`config.mk`:
```
export PLATFORM = sky130hd
export DESIGN_NAME = qpu_exu_oitf
export DESIGN_NICKNAME = d
export VERILOG_FILES = /design/src/rtl/qpu_exu_oitf_pkg.sv /design/src/rtl/qpu_exu_oitf_ptr.sv /design/src/rtl/qpu_exu_oitf.sv
export SDC_FILE = /design/constraint.sdc
export NUM_CORES = 1
export LEC_CHECK = 0
export CORE_ASPECT_RATIO = 0.6
export CORE_MARGIN = 3
export CORE_UTILIZATION = 45
export CTS_CLUSTER_DIAMETER = 40
export DETAILED_ROUTE_END_ITERATION = 8
export PLACE_DENSITY = 0.67
export REMOVE_ABC_BUFFERS = 1
export SYNTH_ARGS = -nofsm -noshare
export SYNTH_HDL_FRONTEND = slang
export SYNTH_SLANG_ARGS = --single-unit
```
`constraint.sdc`:
```
create_clock -name clk -period 6.8 [get_ports clk]
set_input_delay 2.04 -clock clk [delete_from_list [all_inputs] [get_ports clk]]
set_output_delay 2.04 -clock clk [all_outputs]
set_load 0.05 [all_outputs]
```
`src/rtl/qpu_exu_oitf_pkg.sv`:
```
// Shared widths and default queue depths for the QPU outstanding-instruction tracker.
package qpu_exu_oitf_pkg;

  localparam int QPU_RFIDX_REAL_WIDTH = 5;
  localparam int QPU_QUBIT_NUM        = 8;
  localparam int QPU_OITF_DEPTH       = 4;
  localparam int QPU_MOITF_DEPTH      = 4;

endpackage

```
`src/rtl/qpu_exu_oitf_ptr.sv`:
```
// Circular-buffer bookkeeping for one tracking queue: wrap-bit pointers,
// per-entry valid bits and the full/empty/ready flags.
module qpu_exu_oitf_ptr #(
  parameter int DEPTH = 4,
  localparam int AW = $clog2(DEPTH)
) (
  input  logic             clk,
  input  logic             rst_n,
  input  logic             push,
  input  logic             pop,
  output logic [AW-1:0]    wr_idx,
  output logic [AW-1:0]    rd_idx,
  output logic [DEPTH-1:0] valid,
  output logic             empty,
  output logic             ready,
  output logic             push_fire
);

  logic [AW:0]      wr_ptr_reg;
  logic [AW:0]      rd_ptr_reg;
  logic [DEPTH-1:0] valid_reg;
  logic             full;
  logic             pop_fire;

  assign wr_idx = wr_ptr_reg[AW-1:0];
  assign rd_idx = rd_ptr_reg[AW-1:0];
  assign full   = (wr_idx == rd_idx) && (wr_ptr_reg[AW] != rd_ptr_reg[AW]);
  assign empty  = (wr_ptr_reg == rd_ptr_reg);
  assign ready  = !full;
  assign valid  = valid_reg;

  // Ready ignores a same-cycle pop, so a full queue never accepts a push.
  assign push_fire = push && !full;
  assign pop_fire  = pop && !empty;

  // DEPTH is a power of two, so plain increment wraps the index and toggles the wrap bit.
  always_ff @(posedge clk or negedge rst_n) begin
    if (!rst_n) begin
      wr_ptr_reg <= '0;
      rd_ptr_reg <= '0;
    end else begin
      if (push_fire) wr_ptr_reg <= wr_ptr_reg + (AW+1)'(1);
      if (pop_fire)  rd_ptr_reg <= rd_ptr_reg + (AW+1)'(1);
    end
  end

  generate
    for (genvar gi = 0; gi < DEPTH; gi++) begin : g_valid
      always_ff @(posedge clk or negedge rst_n) begin
        if (!rst_n) begin
          valid_reg[gi] <= 1'b0;
        end else if (push_fire && (wr_idx == AW'(gi))) begin
          valid_reg[gi] <= 1'b1;
        end else if (pop_fire && (rd_idx == AW'(gi))) begin
          valid_reg[gi] <= 1'b0;
        end
      end
    end
  endgenerate

endmodule

```
`src/rtl/qpu_exu_oitf.sv`:
```
// Outstanding instruction tracker: in-order rd queue (OITF) and measure qubit-list
// queue (MOITF), with combinational hazard matching against the dispatching instruction.
module qpu_exu_oitf
  import qpu_exu_oitf_pkg::*;
#(
  parameter int OITF_DEPTH  = QPU_OITF_DEPTH,
  parameter int MOITF_DEPTH = QPU_MOITF_DEPTH,
  parameter int RFIDX_W     = QPU_RFIDX_REAL_WIDTH,
  parameter int QUBIT_NUM   = QPU_QUBIT_NUM
) (
  input  logic                 clk,
  input  logic                 rst_n,
  input  logic                 disp_oitf_ena,
  output logic                 disp_oitf_ready,
  input  logic                 disp_oitf_rs1en,
  input  logic                 disp_oitf_rs2en,
  input  logic                 disp_oitf_rdwen,
  input  logic [RFIDX_W-1:0]   disp_oitf_rs1idx,
  input  logic [RFIDX_W-1:0]   disp_oitf_rs2idx,
  input  logic [RFIDX_W-1:0]   disp_oitf_rdidx,
  output logic                 oitfrd_match_disprs1,
  output logic                 oitfrd_match_disprs2,
  output logic                 oitfrd_match_disprd,
  input  logic                 disp_moitf_ena,
  output logic                 disp_moitf_ready,
  input  logic                 disp_oitf_qfren,
  input  logic [QUBIT_NUM-1:0] disp_oitf_qubitlist,
  output logic                 oitfqf_match_dispql,
  input  logic                 oitf_ret_ena,
  output logic [RFIDX_W-1:0]   oitf_ret_rdidx,
  output logic                 oitf_ret_rdwen,
  input  logic                 moitf_ret_ena,
  output logic [QUBIT_NUM-1:0] moitf_ret_qubitlist,
  output logic                 oitf_empty,
  output logic                 moitf_empty
);

  localparam int OAW = $clog2(OITF_DEPTH);
  localparam int MAW = $clog2(MOITF_DEPTH);

  logic [OAW-1:0]         o_wr_idx, o_rd_idx;
  logic [OITF_DEPTH-1:0]  o_valid;
  logic                   o_push;
  logic [MAW-1:0]         m_wr_idx, m_rd_idx;
  logic [MOITF_DEPTH-1:0] m_valid;
  logic                   m_push;

  qpu_exu_oitf_ptr #(.DEPTH(OITF_DEPTH)) u_oitf_ptr (
    .clk       (clk),
    .rst_n     (rst_n),
    .push      (disp_oitf_ena),
    .pop       (oitf_ret_ena),
    .wr_idx    (o_wr_idx),
    .rd_idx    (o_rd_idx),
    .valid     (o_valid),
    .empty     (oitf_empty),
    .ready     (disp_oitf_ready),
    .push_fire (o_push)
  );

  qpu_exu_oitf_ptr #(.DEPTH(MOITF_DEPTH)) u_moitf_ptr (
    .clk       (clk),
    .rst_n     (rst_n),
    .push      (disp_moitf_ena),
    .pop       (moitf_ret_ena),
    .wr_idx    (m_wr_idx),
    .rd_idx    (m_rd_idx),
    .valid     (m_valid),
    .empty     (moitf_empty),
    .ready     (disp_moitf_ready),
    .push_fire (m_push)
  );

  // Payload needs no reset: every consumer is gated by a valid bit or the empty flag.
  logic [RFIDX_W-1:0]   oitf_rdidx_reg [OITF_DEPTH];
  logic [OITF_DEPTH-1:0] oitf_rdwen_reg;
  logic [QUBIT_NUM-1:0] moitf_ql_reg   [MOITF_DEPTH];

  always_ff @(posedge clk) begin
    if (o_push) begin
      oitf_rdidx_reg[o_wr_idx] <= disp_oitf_rdidx;
      oitf_rdwen_reg[o_wr_idx] <= disp_oitf_rdwen;
    end
    if (m_push) begin
      moitf_ql_reg[m_wr_idx] <= disp_oitf_qubitlist;
    end
  end

  logic [OITF_DEPTH-1:0]  hit_rs1, hit_rs2, hit_rd;
  logic [MOITF_DEPTH-1:0] hit_ql;

  generate
    for (genvar gi = 0; gi < OITF_DEPTH; gi++) begin : g_oitf_match
      logic live;
      assign live        = o_valid[gi] && oitf_rdwen_reg[gi];
      assign hit_rs1[gi] = live && (oitf_rdidx_reg[gi] == disp_oitf_rs1idx);
      assign hit_rs2[gi] = live && (oitf_rdidx_reg[gi] == disp_oitf_rs2idx);
      assign hit_rd[gi]  = live && (oitf_rdidx_reg[gi] == disp_oitf_rdidx);
    end
    for (genvar gi = 0; gi < MOITF_DEPTH; gi++) begin : g_moitf_match
      assign hit_ql[gi] = m_valid[gi] && (|(moitf_ql_reg[gi] & disp_oitf_qubitlist));
    end
  endgenerate

  assign oitfrd_match_disprs1 = disp_oitf_rs1en && (|hit_rs1);
  assign oitfrd_match_disprs2 = disp_oitf_rs2en && (|hit_rs2);
  assign oitfrd_match_disprd  = disp_oitf_rdwen && (|hit_rd);
  assign oitfqf_match_dispql  = disp_oitf_qfren && (|hit_ql);

  assign oitf_ret_rdidx      = oitf_empty  ? '0   : oitf_rdidx_reg[o_rd_idx];
  assign oitf_ret_rdwen      = oitf_empty  ? 1'b0 : oitf_rdwen_reg[o_rd_idx];
  assign moitf_ret_qubitlist = moitf_empty ? '0   : moitf_ql_reg[m_rd_idx];

endmodule

```
* Word level (Yosys, flattened, before mapping) *
Memory sizes are Yosys's and may differ from the RTL's.
Cells that the tools add are included.

word-level totals
  memories kept = 2
  RAM bits = 52
  register bits after elaboration = 24
  ROM bits = 0
  logic and storage cells = 155
  output and inout bits = 22
  latch bits = 0

cells by class
  mux-type cells = 28
  equal/unequal tests = 30
  $mul = 0
  magnitude comparators = 3
  divide/modulo/power cells = 0
  shifts and indexed selects = 0
  add/sub/neg operators = 4
  reductions and logical operators = 71
  bitwise gates (word level) = 4

memories
  name            depth  width  rd ports  clocked after Yosys merged registers in  wr ports  line                source
  moitf_ql_reg    4      8      5         0                                        1         qpu_exu_oitf.sv:77  logic [QUBIT_NUM-1:0] moitf_ql_reg [MOITF_DEPTH];
  oitf_rdidx_reg  4      5      5         0                                        1         qpu_exu_oitf.sv:75  logic [RFIDX_W-1:0] oitf_rdidx_reg [OITF_DEPTH];

operator list
  cell                                                                number
  equality test 5 bit                                                 12
  logical AND 1 bit                                                   47
  AND 8 bit                                                           4
  OR reduction 8 bit                                                  4
  2-to-1 mux 1 bit                                                    23
  equality test 2 bit (second input constant)                         8
  nonzero test 2 bit                                                  8
  OR reduction 4 bit                                                  4
  adder 3 x 1 -> 3 bit (second input constant)                        4
  equality test 2 x 1 -> 1 bit (second input constant)                4
  zero test 2 bit                                                     4
  2-to-1 mux 8 bit                                                    1
  equality test 3 bit                                                 2
  less-than comparator 2 x 3 -> 1 bit (second input constant)         2
  2-to-1 mux 5 bit                                                    1
  bitwise mux 4 bit                                                   1
  equality test 2 bit                                                 2
  zero test 1 bit                                                     4
  binary-select mux 1 bit (select 2 bit)                              1
  demux 1 bit (select 2 bit)                                          1
  greater-or-equal comparator 2 x 1 -> 1 bit (second input constant)  1
  inequality test 1 bit                                               2

* Depth between registers and ports, before layout *
Gate-level depths: netlist of the first run.

  word-level depth = 6
  mapped depth = 6
  mapped depth without buffers = 4

* Cells and area by module *
A second synthesis of the first run with hierarchy kept.

second synthesis, totals
  cell total of the unflattened synthesis = 368
  area total of the unflattened synthesis = 4569.4 um^2

modules (own cells, without submodules)
  module            instances  seq. area each (um^2)  cells an instance  area an instance (um^2)
  qpu_exu_oitf      1          1681.6                 216                3078.0
  qpu_exu_oitf_ptr  2          250.2                  76                 745.7

* Worst setup path before layout of the first run *
Ideal clock, no wire load.

  path type = in2out
  start point = in disp_oitf_rs2idx[3]
  end point = out oitfrd_match_disprs2
  buffers on the path = 1
  setup slack = 1.085 ns
  stages = 5
  data arrival time = 3.675 ns
  cells stage by stage = clkbuf_1 -> xnor2_1 -> nand4_1 -> or3_1 -> a41oi_1

between the ends
  cells in the longest elaborated chain, start to end = 4
  elaborated cells between the ends (all ways) = 10

RTL lines
  element               line                 source
  start: declaration    qpu_exu_oitf.sv:19   input logic [RFIDX_W-1:0] disp_oitf_rs2idx,
  equality test 5 bit   qpu_exu_oitf.sv:97   assign hit_rs2[gi] = live && (oitf_rdidx_reg[gi] == disp_oitf_rs2idx);
  logical AND 1 bit     qpu_exu_oitf.sv:97
  OR reduction 4 bit *  qpu_exu_oitf.sv:106  assign oitfrd_match_disprs2 = disp_oitf_rs2en && (|hit_rs2);
  logical AND 1 bit *   qpu_exu_oitf.sv:106
  end: declaration      qpu_exu_oitf.sv:22   output logic oitfrd_match_disprs2,

Mark *: on every way between the ends. The rest lies on a longest branch, timed or not.

* Worst setup path after layout of the first run *
  start point = in disp_oitf_rs2idx[2]
  end point = out oitfrd_match_disprs2

The elaborated chain is that of the path after synthesis.

==> metrics.txt, run 1 <==
final WL 11100 microns; WS Path Type in -> out; max FFs per register 32; clk sink count 76; share of cells above drive strength 1 11.3%; number of max-cap violations 0; most frequent cells in the layout edfxtp_1 (56), clkdlybuf4s50_1 (53), xnor2_1 (48); most used cell, CP clkdlybuf4s50_1; DR DRC count 0; Detail Placement HPWL 8490 microns; Final GP Congestion 0.974; clock tree buffer depth 2; RR Endpoint moitf_ql_reg[0][5]; All-Layer GR Usage 22.0%; Register-to-Register Path Depth 3; number of cells on the critical path 6; area leader, netlist edfxtp_1; Netlist cell types 40; die height 81.5 microns; top cells by area, synth edfxtp_1 (39%), dfrtp_1 (12%), xnor2_1 (9.8%), ha_1 (4.7%), mux4_2 (4.2%); port buffer count 54; Slew headroom 38.2%; final setup fails 0; Inserted Clock Buffers 9; syn avg cell area 13.3 sq um; DR iter-0 viols 280; fin util 58.8%; Max Fclk 157 MHz; Root Buffer clkbuf_16; flop2flop setup slack 4.42 ns; ys async rst share 26.3%; Routed Antenna Nets 0; power per cell area 510 nW/um^2; vias in the first global route 2799; final setup TNS 0 ns; ys flop type edfxtp_1; post-route setup slack 0.444 ns; Warnings, synthesis 0; CP max-delay cell clkdlybuf4s50_1; antenna violations before repair 0; Layout Skew 0.00619 ns; Critical Path Source disp_oitf_rs2idx[2]; post-DR vias/cell 5.68; delay-heaviest family, CP buffers and inverters; Slew @ Worst Pin 0.924 ns; top-area cell type share of the netlist area 39.3%; most common cell after layout, fill and taps aside edfxtp_1; post-cts repair resize count 0; die width 132 microns; CP peak stage delay 0.84 ns; crit-path max FO 5; CTS tree done; # H-tree levels 3; Layout Area Growth over Synthesis 22.1%; Bufs and invs on worst path 2; Post-synth EDFFs 56; synthesized flop and latch total 76; Ports 55; Avg WL per Cell 22.3 microns; peak supply drop 0.270 mV; pin count of the biggest net entering global routing 21; crit path capture oitfrd_match_disprs2; Lkg Pwr 1.93 nW; final hold violation count 0; Post-CTS Setup Bufs 0; # fillers 719; register area share after synthesis 51.0%; Mapped Cells 321; Critical Path AT 4.32 ns; # rows 26; drt first pass iters 4; Hold Buf Count CTS 0; Worst EP required 4.76 ns; first-pass GRT wire length 17200 microns; clock-pin transition on the worst setup and hold timing paths 0.05 ns; die footprint 10700 sq um; CP Cell Sequence clkdlybuf4s50_1 > xnor2_1 > nand4_1 > or3_1 > a41oi_1 > clkdlybuf4s50_1; mapped cell area 4280 sq um; RR Startpoint u_moitf_ptr.rd_ptr_reg[0]; CP Launch Type input port; n_diodes 0; status finished, final reports clean; RSZ-0062 raised after global routing no; Initial Util 48.1%; worst slack, placed 0.447 ns; Final Power 2.66 mW; total vias in the final route 2833; hold crit path type reg -> reg; count of pins over their slew limit 0; Tcrit/Tclk final 93.5%; Skew-Pair Late Insertion Delay 0.33 ns; CP Capture Type output pin; post-route minimum period 6.36 ns; Hold Crit Start u_oitf_ptr.valid[1]; gr ovfl total 0; fin nets 417; core area 8880 sq um
[stage by stage]
stage	area, sq um	hold WS (ns)	cells
finish	5220	0.477	499
CTS	5220	0.481	499
detailed placement	4870	0.469	483
floorplan	4180	0.449	303
global placement	4870	0.467	483
global route	5220	0.501	499
[per-layer routing]
metal / GRT usage (%) / up-vias / routed length [microns]
li1: - / 1280 / -
met1: 34.7 / 1396 / 5750
met2: 27.3 / 148 / 4160
met3: 8.20 / 9 / 1120
met4: 5.56 / 0 / 85
met5: 0 / - / 0
[area by class of cell]
type / count / area, sq um / share of cell area, %
flip-flops and latches: 76 / 2180 / 41.8
clock inverters: 4 / 97.6 / 1.87
multi-input cells: 207 / 1920 / 36.8
inverters: 20 / 75.1 / 1.44
well taps: 126 / 158 / 3.02
clock buffers: 12 / 246 / 4.72
repair buffers: 54 / 538 / 10.3
[logic make-up after synthesis]
family	after synthesis	synth area share, %
flops	76	51.0
xor+xnor	68	14.5
simple gates	67	9.42
compound gates	40	7.87
buf+inv	38	4.01
mux	16	8.52
fa+ha+maj	16	4.68
[power breakdown]
part,switching [mW],internal (mW),total [mW]
sequential,0.193,0.651,0.844
clock,0.173,0.369,0.542
combinational,0.754,0.519,1.27
total,1.12,1.54,2.66
[worst register-to-register path, cell delays in order (launching register included)]
cell	delay, ns
dfrtp_1	0.85
xnor2_1	0.26
a31oi_2	0.38
and2_1	0.53
[worst min-delay path by stage]
stage                                       to  slack, ns  cells past startpoint
after detailed placement   u_oitf_ptr.valid[1]       0.47                      1
after CTS                  u_oitf_ptr.valid[1]       0.48                      1
after floorplan            u_oitf_ptr.valid[0]       0.45                      1
final                      u_oitf_ptr.valid[1]       0.48                      1
after global routing      u_moitf_ptr.valid[2]       0.50                      1
after global placement    u_moitf_ptr.valid[1]       0.47                      1
[cells in the mapped netlist (2+ instances only)]
cell type	instances
buf_4	3
edfxtp_1	56
or3_1	3
nand3b_2	2
xnor2_2	2
a21o_1	7
nor3_1	3
nand2_1	6
ha_1	16
o21ai_0	2
xnor2_1	48
and2_4	2
nand4_1	16
a22oi_1	18
and2_2	3
mux4_2	8
o221a_2	3
buf_2	3
xor2_1	17
mux4_1	6
and2_1	17
nand3_1	11
a221oi_1	3
clkbuf_2	5
inv_1	20
a41oi_1	2
dfrtp_1	20
clkbuf_1	6
nor4_1	2
(Power assumes the default switching activity.)
==> inputs of run 2 (changes only) <==
--- a/config.mk
+++ b/config.mk
@@ -7,10 +7,10 @@
 export LEC_CHECK = 0
 export CORE_ASPECT_RATIO = 0.6
 export CORE_MARGIN = 3
-export CORE_UTILIZATION = 45
+export CORE_UTILIZATION = 60
 export CTS_CLUSTER_DIAMETER = 40
 export DETAILED_ROUTE_END_ITERATION = 8
-export PLACE_DENSITY = 0.67
+export PLACE_DENSITY = 0.86
 export REMOVE_ABC_BUFFERS = 1
 export SYNTH_ARGS = -nofsm -noshare
 export SYNTH_HDL_FRONTEND = slang
==> metrics.txt, run 2 (synthesis results as in run 1) <==
CP Launch Type input port; DP Cell Count 444; CP Cell Sequence clkdlybuf4s50_1 > xnor2_1 > nand4_1 > or3_1 > a41oi_1 > clkdlybuf4s50_1; CTS tree done; Skew-Pair Late Insertion Delay 0.34 ns; max FFs per register 32; first-pass GRT wire length 16500 microns; peak supply drop 0.324 mV; Tcrit/Tclk final 94.8%; final WL 10800 microns; Root Buffer clkbuf_16; Initial Util 63.0%; DR DRC count 0; clk sink count 76; gr ovfl total 0; die footprint 8210 sq um; number of max-cap violations 0; most used cell, CP clkdlybuf4s50_1; final hold violation count 0; Non-Filler Instances 460; power per cell area 505 nW/um^2; fin nets 417; Routed Antenna Nets 0; Detail Placement HPWL 7690 microns; Slew @ Worst Pin 0.898 ns; Final GP Congestion 0.969; core area 6790 sq um; Hold Buf Count CTS 0; Layout Area Growth over Synthesis 19.8%; CP Capture Type output pin; Avg WL per Cell 23.4 microns; most common cell after layout, fill and taps aside edfxtp_1; Ports 55; RSZ-0062 raised after global routing no; count of pins over their slew limit 0; drt first pass iters 6; port buffer count 54; Slew headroom 40.0%; All-Layer GR Usage 27.7%; # H-tree levels 3; Bufs and invs on worst path 2; post-route minimum period 6.45 ns; crit-path max FO 9; Lkg Pwr 1.90 nW; Worst EP required 4.76 ns; clock tree buffer depth 2; die width 115 microns; final setup fails 0; delay-heaviest family, CP buffers and inverters; hold crit path type reg -> reg; n_diodes 0; vias in the first global route 2888; CP max-delay cell clkdlybuf4s50_1; # rows 23; most frequent cells in the layout edfxtp_1 (56), clkdlybuf4s50_1 (54), xnor2_1 (48); final setup TNS 0 ns; clock-pin transition on the worst setup and hold timing paths 0.05 ns; WS Path Type in -> out; pin count of the biggest net entering global routing 21; Inserted Clock Buffers 9; die height 71.4 microns; CP peak stage delay 0.84 ns; antenna violations before repair 0; total vias in the final route 2963; DR iter-0 viols 288; post-cts repair resize count 0; Max Fclk 155 MHz; Layout Skew 0.00772 ns; Post-CTS Setup Bufs 0; post-DR vias/cell 6.44; status finished, final reports clean; share of cells above drive strength 1 11.3%; Critical Path AT 4.41 ns
## run 2: final timing paths
kind / cells after the start / to / slack [ns] / from
worst max-delay path: 6 / oitfrd_match_disprd / 0.35 / disp_oitf_rdidx[3]
worst min-delay path: 1 / u_oitf_ptr.valid[1] / 0.48 / u_oitf_ptr.valid[1]
worst max register to register: 3 / moitf_ql_reg[0][6] / 4.42 / u_moitf_ptr.rd_ptr_reg[0]
worst min register to register: 1 / u_oitf_ptr.valid[1] / 0.48 / u_oitf_ptr.valid[1]
max in group asynchronous: 1 / u_moitf_ptr.rd_ptr_reg[1] / 4.04 / rst_n
min in group asynchronous: 1 / u_moitf_ptr.wr_ptr_reg[0] / 2.20 / rst_n
## run 2: area by class of cell
type	count	area (sq um)
flip-flops and latches	76	2180
repair buffers	54	541
multi-input cells	207	1920
clock buffers	10	229
fillers	427	1670
well taps	87	109
inverters	20	75.1
clock inverters	6	65.1
## run 2: per-stage QoR
stage                     util (%)  instance area [sq um]  worst slack [ns]  hold slack (ns)  power, mW
after global routing          75.4                   5120             0.288            0.509       2.70
after CTS                     75.4                   5120             0.359            0.479       2.59
after global placement        71.1                   4830             0.415            0.461       2.07
final                         75.4                   5120             0.352            0.479       2.59
after detailed placement      71.1                   4830             0.387            0.467       2.11
after floorplan                  -                   4180              1.29            0.449       1.68
## run 2: where the power goes
| part | leakage, nW | internal (mW) | switching [mW] | total (mW) |
|---|---|---|---|---|
| clock | 0.142 | 0.284 | 0.184 | 0.467 |
| combinational | 1.01 | 0.520 | 0.762 | 1.28 |
| sequential | 0.747 | 0.650 | 0.189 | 0.839 |
## run 2: routing by layer
metal  wire (microns)  track usage, %  vias to the layer above  part of all wire [%]
li1                 -               -                     1278                     -
met1             4530            42.2                     1469                    42
met2             4670            38.5                      198                    43
met3             1420            8.19                       18                    13
met4              161            8.72                        0                   1.5
met5                0               0                        -                     0
==> inputs of run 3 (changes only) <==
--- a/config.mk
+++ b/config.mk
@@ -12,6 +12,7 @@
 export DETAILED_ROUTE_END_ITERATION = 8
 export PLACE_DENSITY = 0.86
 export REMOVE_ABC_BUFFERS = 1
+export SLEW_MARGIN = 20
 export SYNTH_ARGS = -nofsm -noshare
 export SYNTH_HDL_FRONTEND = slang
 export SYNTH_SLANG_ARGS = --single-unit
==> results of run 3 <==
Same layout as run 2: the final DEF is identical, and so are final timing and power.
